==> src/rtl/router_pkg.sv <==
// Shared constants for the router FIFO slice: geometry, counter width and the
// header length field position.
package router_pkg;

    localparam int unsigned FIFO_DEPTH = 16;
    localparam int unsigned DATA_W     = 8;
    localparam int unsigned PTR_W      = $clog2(FIFO_DEPTH) + 1;
    localparam int unsigned CNT_W      = 7;

    // Payload length field inside a header byte
    localparam int unsigned LEN_MSB = 7;
    localparam int unsigned LEN_LSB = 2;

    // Bytes still to be delivered after a header: payload length plus the parity byte
    function automatic logic [CNT_W-1:0] pkt_len(input logic [LEN_MSB:LEN_LSB] len);
        return CNT_W'(len) + 1'b1;
    endfunction

endpackage

==> src/rtl/router_fifo_mem.sv <==
// Storage array for router_fifo: one synchronous write port, one asynchronous
// read port. Contents are never reset; the pointer flags keep stale entries unread.
module router_fifo_mem #(
    parameter int unsigned DEPTH  = 16,
    parameter int unsigned WIDTH  = 9,
    parameter int unsigned ADDR_W = 4
) (
    input  logic              clock,
    input  logic              we,
    input  logic [ADDR_W-1:0] waddr,
    input  logic [WIDTH-1:0]  wdata,
    input  logic [ADDR_W-1:0] raddr,
    output logic [WIDTH-1:0]  rdata
);

    logic [WIDTH-1:0] mem [DEPTH];

    // Write the accepted entry at the write index
    always_ff @(posedge clock) begin
        if (we) begin
            mem[waddr] <= wdata;
        end
    end

    assign rdata = mem[raddr];

endmodule

==> src/rtl/router_fifo.sv <==
// Router output FIFO: stores bytes with a header flag, tracks the remaining
// length of the packet being read and zeroes data_out at end of packet.
module router_fifo #(
    parameter int unsigned DEPTH  = router_pkg::FIFO_DEPTH,
    parameter int unsigned DATA_W = router_pkg::DATA_W
) (
    input  logic              clock,
    input  logic              resetn,
    input  logic              soft_reset,
    input  logic              write_enb,
    input  logic              read_enb,
    input  logic              lfd_state,
    input  logic [DATA_W-1:0] data_in,
    output logic [DATA_W-1:0] data_out,
    output logic              full,
    output logic              empty
);

    import router_pkg::*;

    localparam int unsigned AW = $clog2(DEPTH);

    logic [AW:0]       wr_ptr_q, wr_ptr_d;
    logic [AW:0]       rd_ptr_q, rd_ptr_d;
    logic [CNT_W-1:0]  cnt_q, cnt_d;
    logic [DATA_W-1:0] dout_d;
    logic              lfd_q;
    logic              wr_acc;
    logic              rd_acc;
    logic [DATA_W:0]   rd_entry;

    // Flags decode straight from the registered pointers
    assign empty = (wr_ptr_q == rd_ptr_q);
    assign full  = (wr_ptr_q[AW] != rd_ptr_q[AW]) && (wr_ptr_q[AW-1:0] == rd_ptr_q[AW-1:0]);

    // A flush suppresses both ports for that edge
    assign wr_acc = write_enb & ~full & ~soft_reset;
    assign rd_acc = read_enb & ~empty & ~soft_reset;

    router_fifo_mem #(
        .DEPTH  (DEPTH),
        .WIDTH  (DATA_W + 1),
        .ADDR_W (AW)
    ) u_mem (
        .clock (clock),
        .we    (wr_acc),
        .waddr (wr_ptr_q[AW-1:0]),
        .wdata ({lfd_q, data_in}),
        .raddr (rd_ptr_q[AW-1:0]),
        .rdata (rd_entry)
    );

    // Next-state for pointers, packet counter and output register
    always_comb begin
        wr_ptr_d = wr_ptr_q;
        rd_ptr_d = rd_ptr_q;
        cnt_d    = cnt_q;
        dout_d   = data_out;
        if (soft_reset) begin
            wr_ptr_d = '0;
            rd_ptr_d = '0;
            cnt_d    = '0;
            dout_d   = '0;
        end else begin
            if (wr_acc) begin
                wr_ptr_d = wr_ptr_q + 1'b1;
            end
            if (rd_acc) begin
                rd_ptr_d = rd_ptr_q + 1'b1;
                dout_d   = rd_entry[DATA_W-1:0];
                if (rd_entry[DATA_W]) begin
                    cnt_d = pkt_len(rd_entry[LEN_MSB:LEN_LSB]);
                end else if (cnt_q != '0) begin
                    cnt_d = cnt_q - 1'b1;
                end
            end else if (cnt_q == '0) begin
                // Packet fully delivered: idle the output bus
                dout_d = '0;
            end
        end
    end

    // State registers with asynchronous clear
    always_ff @(posedge clock or negedge resetn) begin
        if (!resetn) begin
            wr_ptr_q <= '0;
            rd_ptr_q <= '0;
            cnt_q    <= '0;
            lfd_q    <= 1'b0;
            data_out <= '0;
        end else begin
            wr_ptr_q <= wr_ptr_d;
            rd_ptr_q <= rd_ptr_d;
            cnt_q    <= cnt_d;
            lfd_q    <= lfd_state;
            data_out <= dout_d;
        end
    end

endmodule
==> config.mk <==
export PLATFORM = sky130hd
export DESIGN_NAME = router_fifo
export DESIGN_NICKNAME = d
export VERILOG_FILES = /design/src/rtl/router_pkg.sv /design/src/rtl/router_fifo_mem.sv /design/src/rtl/router_fifo.sv
export SDC_FILE = /design/constraint.sdc
export NUM_CORES = 1
export LEC_CHECK = 0
export BUFFER_PORTS_ARGS = -buffer_cell sky130_fd_sc_hd__buf_2
export CORE_AREA = 10 10 125 127
export DETAILED_ROUTE_END_ITERATION = 8
export DIE_AREA = 0 0 135 137
export PLACE_DENSITY = 0.81
export SLEW_MARGIN = 0
export SYNTH_ARGS = -nofsm -noshare
export SYNTH_HDL_FRONTEND = slang
export SYNTH_SLANG_ARGS = --single-unit
==> constraint.sdc <==
create_clock -name clock -period 2.8 [get_ports clock]
set_input_delay 0.28 -clock clock [delete_from_list [all_inputs] [get_ports clock]]
set_output_delay 0.28 -clock clock [all_outputs]
set_load 0.005 [all_outputs]
==> flow_summary.yaml <==
timing:
  setup_tns_ps: 0
  hold_viol_final: 0
  setup_viol: 0
  fin_crit_sh_pct: 96.4
  rsz0062_at_grt: "no"
  period_needed_ps: 2700
  fmax_mhz: 371
  drv_slew: 0
  relSlewSlack_pct: 55.4
  worstMarginPinSlew_ps: 665
  finClkSkew_ps: 6.46
clocking:
  cts_max_path_buffers: 2
  clockRootBuffer: "clkbuf_16"
  htreeDepth: 4
  cts_buffers: 17
  cts.sinks: 170
  clock_latency_ps: 430
  tritoncts: "done"
  clkTransAtPathRegs_ps: 60
  postCtsSetupBuffers: 0
synthesis:
  synth_top_area_share_pct: 61.4
  yosys-top-cells-area: "edfxtp_1, mux4_2, dfrtp_1"
  synthesis.nets: 423
  syn_area_um2: 7040
  synth_cell_types: 39
  ys_warn_count: 0
  synth_edf_count: 144
  synth_area_leader_cell: "edfxtp_1"
  synthArstFlopShare_pct: 15.3
  synthFlopType: "edfxtp_1"
  synth.ff_latch_count: 170
  avgSynthCellArea_um2: 17.5
  ys_seq_area_share_pct: 70.6
  synthCells: 402
worst_setup_path:
  cp_max_fo: 18
  path_cells: "buf_12 > mux4_1 > mux4_2 > nand3b_4 > o31a_1 > o22ai_1"
  cp-end-kind: "flip-flop"
  start_kind: "flip-flop"
  path_class: "reg -> reg"
  critical_path_buf_inv_count: 1
  timing.rr.start: "rd_ptr_q[0]"
  required_ps: 3140
  slowest_stage: "mux4_2"
  startpoint: "rd_ptr_q[0]"
  cp_data_arrival_time_ps: 3040
  slowest_delay_ps: 620
  cp_top_family: "multiplexers"
cells_and_area:
  area_growth_pct: 16.0
  final_nets: 474
  fillers: 901
  layout-drive-gt1-share_pct: 26.2
  antenna_cells: 0
  final_cells: 642
  final_area_um2: 8170
pwr:
  power.total_mw: 6.36
  power.share.switching_pct: 25.0
  combPwrFrac_pct: 16.0
  p_sw_mw: 1.59
  clockPowerShare_pct: 38.9
  leakage_nw: 2.82
  seq_power_share_pct: 45.2
  p_per_area_nw_per_um2: 778
  ir_drop_v: 0.000772
  p_int_mw: 4.77
outcome:
  outcome: "completed"
place:
  post_dp_cell_area_um2: 7530
  place_hpwl_um: 9360
  place_congestion: 0.903
  portBuffers: 23
  dp_cells: 608
floorplan:
  die_w_um: 135
  boundaryPins: 24
  rows: 42
  die_y_um: 137
  start_util_pct: 53.8
  dieArea_um2: 18500
  core-area_um2: 13100
drt:
  vias_per_cell: 6.13
  drc: 0
  drt-wirelength-per-cell_um: 24.0
  vias: 3936
  drt_iter0_markers: 527
  dr.pass1.iters: 5
  drt_wl_total_um: 15400
  detail-route-antenna-nets: 0
global_route:
  antenna_found_initial: 0
  grt_use_total_pct: 17.4
  grt_max_degree: 40
  grt_pass1_vias: 3985
  grt_pass1_wl_um: 23800
  gr-total-overflow: 0
worst_hold_path:
  hold_start: "data_in[4]"
  hp-class: "in -> reg"
job:
  maxCapViolCount: 0
## through the flow
| stage | util, % | worst slack [ps] | hold WS, ps |
|---|---|---|---|
| detailed placement | 57.5 | 182 | 322 |
| global route | 62.5 | 34.5 | 223 |
| global placement | 57.5 | 258 | 309 |
| finish | 62.5 | 101 | 225 |
| CTS | 62.5 | 105 | 213 |
| floorplan | - | 172 | -15.6 |
## repair_timing
item	in CTS	in global routing
hold endpoints to repair	27	0
hold buffers	2	0
resized for setup	0	0
## flip-flops by register name, summed over array words and instances (netlist names)
signal	count
u_mem.mem	144
data_out	8
cnt_q	7
rd_ptr_q	5
wr_ptr_q	5
lfd_q	1
## cells in the final DEF (no fill, tap or decap), types with 4 or more instances in the layout
| cell type | n |
|---|---|
| nand3_1 | 12 |
| ha_1 | 7 |
| nand2_1 | 26 |
| buf_4 | 25 |
| a22oi_1 | 8 |
| dfrtp_1 | 25 |
| nand2b_1 | 4 |
| xnor2_1 | 9 |
| nor4_2 | 4 |
| inv_6 | 4 |
| buf_2 | 23 |
| a21oi_1 | 14 |
| mux4_1 | 7 |
| edfxtp_1 | 144 |
| o21ai_0 | 8 |
| mux4_2 | 33 |
| nor3_1 | 6 |
| mux2i_1 | 5 |
| xor2_1 | 9 |
| inv_1 | 6 |
| nand4_1 | 5 |
| bufinv_16 | 4 |
| clkbuf_16 | 17 |
| nor2_1 | 27 |
## path summary, 6_finish.rpt
path,end,slack (ps),cells after the start
worst min register to register,data_out[6],530,2
min in group asynchronous,lfd_q,390,2
worst max register to register,cnt_q[3],100,6
worst min-delay path,u_mem.mem[15][4],220,1
max in group asynchronous,rd_ptr_q[0],1980,2
worst max-delay path,cnt_q[3],100,6
## worst register-to-register path: stages, from the launching register on
cell and delay [ps]:
dfrtp_2 510, buf_12 230, mux4_1 590, mux4_2 620, nand3b_4 230, o31a_1 280
o22ai_1 160
## logic make-up after synthesis
family	synth area share, %
fa+ha+maj	1.24
xor+xnor	2.24
buf+inv	1.78
simple gates	6.25
mux	14.0
compound gates	3.82
flops	70.6
## power by group through the flow
| stage | Sequential, mW | Combinational [mW] | Clock, mW |
|---|---|---|---|
| 3_5_place_dp | 2.92 | 0.988 | 0 |
| 6_report | 2.87 | 1.01 | 2.47 |
| 4_1_cts | 2.87 | 1.01 | 2.49 |
| 3_3_place_gp | 2.91 | 0.948 | 0 |
| 2_1_floorplan | 2.90 | 0.749 | 0 |
| 5_1_grt | 2.88 | 1.10 | 2.59 |
## cell type report
class / count / area (um2) / share of cell area [%]
clock buffer: 19 / 433 / 5.30
clock inverter: 13 / 190 / 2.33
inverter: 6 / 22.5 / 0.276
multi-input combinational: 206 / 1970 / 24.1
sequential: 170 / 4980 / 60.9
tap: 176 / 220 / 2.69
timing repair buffer: 52 / 363 / 4.44
## metal layers
layer,vias to the layer above,GRT usage (%),share of wire [%]
met3,39,4.58,7.8
met5,-,0,0
met1,2009,22.3,41
met4,0,7.83,3.0
met2,200,27.6,48
li1,1688,-,-
## synth_stat cells (2+ instances only)
cell type and instances:
mux4_1 7, dfrtp_1 26, xor2_1 9, clkbuf_1 10, buf_6 2, o21a_1 2
nor4_1 4, nor3_1 6, buf_1 2, ha_1 7, inv_1 6, o22ai_1 3
a21oi_1 14, nand3_1 12, nand4_1 5, mux4_2 33, buf_4 2, buf_2 4
mux2i_1 5, a22oi_1 8, edfxtp_1 144, nor2_1 27, nand2_1 26, nand2b_1 4
o31a_1 3, o21ai_1 2, nor2b_1 2, xnor2_1 9, o21ai_0 8
No activity file was read; power rests on OpenSTA's default activity.
